File: src/rtl/bnn_serial_loader.sv
// bnn_serial_loader: shifts a serial binary image and a serial MSB-first weight kernel into parallel arrays for layer one
module bnn_serial_loader #(
  parameter int IMG_DIM = 28,
  parameter int K_DIM = 3,
  parameter int W_BITS = 8
) (
  input  logic clk,
  input  logic reset,
  input  logic en_wr,
  input  logic bit_valid,
  input  logic d_in_p,
  input  logic d_in_w,
  output logic [IMG_DIM-1:0][IMG_DIM-1:0] pixels,
  output logic [K_DIM-1:0][K_DIM-1:0][W_BITS-1:0] weights,
  output logic load_done,
  output logic [9:0] pix_count,
  output logic [6:0] wgt_count
);
  localparam logic [1:0] IDLE = 2'd0;
  localparam logic [1:0] LOAD = 2'd1;
  localparam logic [1:0] DONE = 2'd2;
  localparam logic [9:0] NP = 10'(IMG_DIM * IMG_DIM);
  localparam logic [6:0] NW = 7'(K_DIM * K_DIM * W_BITS);
  localparam logic [6:0] WMAX = 7'(W_BITS - 1);
  logic [1:0] state;
  logic [IMG_DIM*IMG_DIM-1:0] pix_q;
  logic [K_DIM*K_DIM*W_BITS-1:0] wgt_q;
  logic [6:0] w_base, w_bit;
  logic acc, take_p, take_w;
  logic [9:0] pix_n;
  logic [6:0] wgt_n;
  always_comb begin
    acc = en_wr && bit_valid && state != DONE;
    take_p = acc && pix_count < NP;
    take_w = acc && wgt_count < NW;
    pix_n = pix_count + 10'(take_p);
    wgt_n = wgt_count + 7'(take_w);
  end
  // Packed row-major layout makes the running count the flat pixel index; weight bits land MSB first within each word
  assign pixels = pix_q;
  assign weights = wgt_q;
  assign load_done = state == DONE;
  always_ff @(posedge clk) begin
    if (reset) begin
      state <= IDLE;
      pix_q <= '0;
      wgt_q <= '0;
      pix_count <= '0;
      wgt_count <= '0;
      w_base <= '0;
      w_bit <= '0;
    end else if (!en_wr) begin
      state <= IDLE;
      pix_count <= '0;
      wgt_count <= '0;
      w_base <= '0;
      w_bit <= '0;
    end else begin
      state <= (pix_n == NP && wgt_n == NW) ? DONE : LOAD;
      pix_count <= pix_n;
      wgt_count <= wgt_n;
      if (take_p) pix_q[pix_count] <= d_in_p;
      if (take_w) begin
        wgt_q[w_base + WMAX - w_bit] <= d_in_w;
        w_bit <= (w_bit == WMAX) ? '0 : w_bit + 7'd1;
        w_base <= (w_bit == WMAX) ? w_base + 7'(W_BITS) : w_base;
      end
    end
  end
endmodule

File: config.mk
export PLATFORM = sky130hd
export DESIGN_NAME = bnn_serial_loader
export DESIGN_NICKNAME = d
export VERILOG_FILES = /design/src/rtl/bnn_serial_loader.sv
export SDC_FILE = /design/constraint.sdc
export NUM_CORES = 2
export LEC_CHECK = 0
export BUFFER_PORTS_ARGS = -buffer_cell sky130_fd_sc_hd__buf_2
export CORE_AREA = 2 2 344 346
export DETAILED_ROUTE_END_ITERATION = 8
export DIE_AREA = 0 0 346 348
export SLEW_MARGIN = 20
export SYNTH_ARGS = -nofsm -noshare
export SYNTH_HDL_FRONTEND = slang
export SYNTH_SLANG_ARGS = --single-unit
File: constraint.sdc
create_clock -name clk -period 3.2 [get_ports clk]
set_input_delay 0.64 -clock clk [delete_from_list [all_inputs] [get_ports clk]]
set_output_delay 0.64 -clock clk [all_outputs]
set_load 0.01 [all_outputs]
Word-level counts from Yosys, hierarchy flattened. Index checks and enable logic that the tools add are counted.

Flip-flop bits (word level): 889. Input bits: 6.

Add/subtract/negate cells: 6. Order comparisons: 6. Equal/unequal tests: 5. Multiplexer cells: 8. Bitwise operators: 1. Reductions and logical operators: 11.

Operators by type and width (count): 784-bit bitwise mux (1); 72-bit bitwise mux (1); 10-bit by 11-bit < comparator with 1-bit output, second input constant (1); 10-bit by 1-bit adder with 10-bit output (1); 1-bit demux with 10-bit select (1); 10-bit equality test, second input constant (1); 10-bit by 1-bit >= comparator with 1-bit output, second input constant (1); 10-bit < comparator, second input constant (1); 7-bit by 8-bit < comparator with 1-bit output, second input constant (1); 7-bit by 1-bit adder with 7-bit output (1); 7-bit by 1-bit adder with 7-bit output, second input constant (1); 7-bit by 3-bit adder with 7-bit output, second input constant (1); 7-bit by 4-bit adder with 7-bit output, second input constant (1); 1-bit demux with 7-bit select (1); 7-bit by 3-bit equality test with 1-bit output, second input constant (1); 7-bit equality test, second input constant (1); 7-bit by 1-bit >= comparator with 1-bit output, second input constant (1); 1-bit logical AND (7); 7-bit < comparator, second input constant (1); 7-bit 2-to-1 mux (1); 7-bit subtractor (1); 2-bit AND reduction (3); 2-bit equality test, second input constant (1); 1-bit 2-to-1 mux (2); 4 further kinds (4).

Logic depth before layout (Yosys ltp).
Depth after elaboration: 7. Depth in mapped cells: 12.

Least setup slack after synthesis. OpenSTA, ideal clock, no wires.

Path type: register to register. Start: reg w_bit[4]. End: reg wgt_q[64], in the netlist weights[64]. Setup time: 0.070 ns. Data arrival time: 2.470 ns. Slack: 0.660 ns. Stages on the path, launching flop included: 12. Path buffers: 1. Period minus slack after synthesis: 2.540 ns. Cells stage by stage: dfxtp_1 -> inv_1 -> ha_1 -> ha_1 -> inv_1 -> fa_1 -> xor2_1 -> xnor2_1 -> and3_1 -> clkbuf_1 -> nand3_1 -> a21oi_1.

Word-level cells in the longest chain between the ends: 6. Elaborated cells between the ends (all ways): 7. Those cells by class: add/sub (1); order compare (2); mux (3); reduce/logical (1).

Ends and longest elaborated chain: start, declared (RTL line 28) `logic [6:0] w_base, w_bit;`; start signal, assigned (RTL line 65) `w_bit <= (w_bit == WMAX) ? '0 : w_bit + 7'd1;`; 7-bit subtractor * (RTL line 64) `wgt_q[w_base + WMAX - w_bit] <= d_in_w;`; 7-bit by 8-bit < comparator with 1-bit output (implied by the code) or 7-bit by 1-bit >= comparator with 1-bit output (tied branches) (RTL line 64); 1-bit logical AND (implied by the code) (RTL line 64); 1-bit 2-to-1 mux (implied by the code) (RTL line 64); 1-bit demux with 7-bit select * (RTL line 64); 72-bit bitwise mux * (RTL line 64); end signal, assigned by index (RTL line 64); end, declared (RTL line 27) `logic [K_DIM*K_DIM*W_BITS-1:0] wgt_q;`.

Every way passes the cells marked *; elsewhere a longest branch is shown, timed or not. A chain may end at the register's enable or synchronous reset.

Final worst setup path.
Start: reg w_bit[4]. End: reg wgt_q[9], in the netlist weights[9].

The elaborated chain is that of the path after synthesis.

==> reports/summary.md <==
TritonCTS built the clock tree. The logs give 97 for the number of clock buffers inserted by TritonCTS and 27.6% for the overall fraction of global-route tracks in use. Entering global routing, the biggest net connects 151 pins.

The worst setup path is of the reg2reg kind. Static timing analysis puts the maximum clock frequency at 332 MHz. I/O pin total: 880. The clock skew was 25.9 ps; the async set-or-reset flop fraction in the synthesized netlist was 0%. On the worst path, the slowest cell contributes a delay of 510 ps. The depth of the worst register-to-register path is 10, and the number of cell rows is 126. The number of H-tree levels was 3.

Cell with the biggest individual delay on the critical path: sky130_fd_sc_hd__xor2_1. The core occupancy in the finished layout is 38.0%. For the worst-skew pair, the clock arrives at the later sink with an insertion delay of 710 ps. In the synthesized netlist the dominant register cell turns out to be sky130_fd_sc_hd__dfxtp_1.

The number of hold-slack violations in the final timing report is 0, and the total power density per cell area is 522 nW/um2. The cell count after synthesis came out at 4312. The worst setup path is captured at a flop. In this run the worst hold path is classified as in2reg.

In the final design database the tool counted 4984 nets. The die extent in y came out at 348 um. Setup repair after global routing could not meet its margin everywhere. At the worst endpoint, the required time is 3750 ps. Of the synthesized area, sequential elements account for 51.3%. The final critical path takes up 94.2% of the cycle. The ratio of routed vias to standard cells is 5.74, and the number of clock sinks seen by CTS is 886.

Hold path endpoint: pixels[594]. The tools report the starting DRC count in detailed routing as 4391. The area growth from synthesis to final layout is 28.7%. The via count of the first global-routing pass was 34700; the top cell type's share of synthesized area was 51.3%.

The peak fanout along the critical path came out at 8. Excluding fillers, the count of instances in the completed layout stands at 6591. For the reg-to-reg setup timing slack, the log shows 190 ps.

The run gives 41 as the count of cell types in the netlist. Post-CTS timing repair inserted 0 buffers for setup. Together, buffers and inverters on the worst path number 2.

The clock transition time at the flip-flop clock pins of the worst setup and hold paths was 60 ps. Including well taps, the total number of placed cells is 6404. The first detailed-routing pass ran for 6 iterations.

The analysis attributes to cell leakage a power of 17.1 nW. Global routing finished with a remaining overflow of 0. By area the synthesized netlist is led by sky130_fd_sc_hd__dfxtp_1, sky130_fd_sc_hd__nand3_1, sky130_fd_sc_hd__a21oi_1, sky130_fd_sc_hd__o21ai_0, sky130_fd_sc_hd__clkbuf_1.

The sequential cells in the finished layout cover a total of 17700 um2. The flow ran to the end, and the final reports show no timing, DRC or antenna violations. sky130_fd_sc_hd__dfxtp_1 takes more of the synthesized area than any other cell. Category of cells accounting for the largest share of critical-path delay: XOR/XNOR gates. In this run the clock root is driven by a sky130_fd_sc_hd__clkbuf_16. The tools report the buffer depth of the longest clock path as 3. The max capacitance violation total is 0, and the number of register bits inferred by synthesis is 886. The worst register-to-register path ends at weights[9]. The logs give 0 for the max-slew violation total from the final report and 0.432 mV for the maximum vdd ir drop. The tools report the start point of the worst min-delay path as d_in_p. The die covers 120000 um2. The worst setup path is launched from a flop. Wires add up to 177000 um.

After synthesis, the mean cell area works out to 8.02 um2. Routability-driven placement finished with a final weighted congestion of 0.900. The minimum period implied by the final worst setup slack is 3010 ps, and the total number of vias is 37800.

The combined area of the multi-input logic cells came out at 15100 um2. The cell count of the worst hold path was 3; the initial antenna violation count was 9. Counting the fill cells in the layout gives 12000.

The logs give 3570 ps for the data arrival time of the critical path and 23.2 mW for the total power after layout. First-pass GRT wire length: 248000 um. The tools report the source of the worst register-to-register timing path as w_bit[4]. The count of flip-flops with a built-in enable after synthesis works out to 0. The transition time at the pin with the least slew margin was 1120 ps; the final antenna-violating net count was 0. The critical path goes through inv_1, ha_1, ha_1, inv_1, fa_1, xor2_1, xor2_1, nand3_1, o21ai_0, a21oi_1. The starting density of the core is 29.6%.

The wire-length estimate of the detail-placed layout is 113000 um. The number of nets in the synthesized netlist came out at 4329. The mapped netlist covers 34600 um2. The run gives 0 as the final number of setup-violating endpoints.

The fraction of final layout cells sized beyond drive strength 1 is 26.1%. During synthesis, Yosys emitted a total of 0 warnings. Routed length per placed instance: 26.8 um.

Count of buffers from port buffering: 879. The number of DRC violations after detailed routing was 0; the chip width was 346 um. The worst slew margin relative to its limit was 25.2%. The tools report the placeable core area as 117000 um2.
==> layout by cell type (no fill, tap or decap), types with 40 or more instances in the layout <==
cell type	instances
sky130_fd_sc_hd__nand3_1	877
sky130_fd_sc_hd__buf_4	155
sky130_fd_sc_hd__nand2_1	66
sky130_fd_sc_hd__a21oi_1	858
sky130_fd_sc_hd__clkbuf_16	97
sky130_fd_sc_hd__dfxtp_1	886
sky130_fd_sc_hd__buf_2	877
sky130_fd_sc_hd__o21ai_0	857
sky130_fd_sc_hd__buf_12	40
==> synth_stat cells (5+ instances only) <==
cell type	number
sky130_fd_sc_hd__or3_1	9
sky130_fd_sc_hd__nor2b_1	8
sky130_fd_sc_hd__a21oi_1	858
sky130_fd_sc_hd__nor4_1	5
sky130_fd_sc_hd__inv_1	9
sky130_fd_sc_hd__nand2_1	82
sky130_fd_sc_hd__nand3_1	877
sky130_fd_sc_hd__nor2_1	65
sky130_fd_sc_hd__nand4_1	6
sky130_fd_sc_hd__xor2_1	13
sky130_fd_sc_hd__nand2b_1	7
sky130_fd_sc_hd__nor2_2	7
sky130_fd_sc_hd__xnor2_1	13
sky130_fd_sc_hd__o21ai_0	857
sky130_fd_sc_hd__and2_1	23
sky130_fd_sc_hd__clkbuf_1	432
sky130_fd_sc_hd__buf_2	82
sky130_fd_sc_hd__nor3_1	11
sky130_fd_sc_hd__dfxtp_1	886
sky130_fd_sc_hd__and3_1	9
sky130_fd_sc_hd__ha_1	10
==> worst max path at each step <==
| stage | from | endpoint | slack [ps] | cells past startpoint |
|---|---|---|---|---|
| floorplan | w_bit[4] | weights[64] | 660 | 11 |
| global placement | w_bit[4] | weights[66] | 300 | 10 |
| detailed placement | w_bit[4] | weights[45] | 330 | 10 |
| CTS | w_bit[4] | weights[60] | 290 | 10 |
| global route | w_bit[4] | weights[15] | -10 | 10 |
| finish | w_bit[4] | weights[9] | 190 | 10 |
==> worst reg2reg max path, delay by kind of cell (launching register included) <==
family                     cells  cell delay, ps
AOI/OAI and AO/OA              2             370
xor gates and xnor gates       2             810
adders and majority gates      3             800
buffers and inverters          2             140
DFF                            1             370
and+or+nand+nor                1             410
==> what timing repair did <==
action	4_1_cts	5_1_grt
gates resized for setup	0	1
endpoints found under the setup margin	0	4
hold buffers	0	0
endpoints found under the hold margin	0	0
==> kinds of logic (layout without fill, tap and decap cells) <==
logic type      Yosys count  in the layout  share of synthesized area (%)
compound gates         1719           1719                           24.9
simple gates           1139           1139                           16.6
flops                   886            886                           51.3
buf+inv                 529           1264                           6.04
xor+xnor                 26             26                          0.659
fa+ha+maj                11             11                          0.420
mux                       2              2                         0.0579
other cells               0              8                              0
==> through the flow <==
step,area (um2),setup WS [ps],hold slack (ps),TNS (ps)
final,44500,186,344,0
after detailed placement,41200,326,463,0
after global routing,44500,-11.5,340,-11.5
after floorplan,34600,660,466,0
after CTS,44500,290,310,0
after global placement,41200,303,457,0
==> power by group <==
group          internal [mW]  total, mW  switching (mW)
Combinational          0.103      0.572           0.469
Clock                   6.67       11.6            4.95
Sequential              11.0       11.0         0.00509
==> routing by layer <==
layer	GRT usage [%]	wire [um]	up-vias
met2	43.2	79000	2375
met1	35.0	68900	18300
met5	0	0	-
met3	6.61	18800	478
met4	15.0	9930	0
li1	-	-	16600
==> cell type report <==
class	count	share of cell area, %
clock inverter	34	0.860
clock buffer	145	6.56
tap	1536	4.32
timing repair buffer	1074	14.3
sequential	886	39.9
multi-input combinational	2897	33.9
antenna	8	0.0450
inverter	11	0.0928
==> registers in the layout, summed over array words and instances, names as in the netlist <==
| signal | flops |
|---|---|
| weights | 72 |
| w_base | 4 |
| state | 2 |
| pix_count | 10 |
| w_bit | 7 |
| pixels | 784 |
| wgt_count | 7 |
No activity file was read; power rests on OpenSTA's default activity.
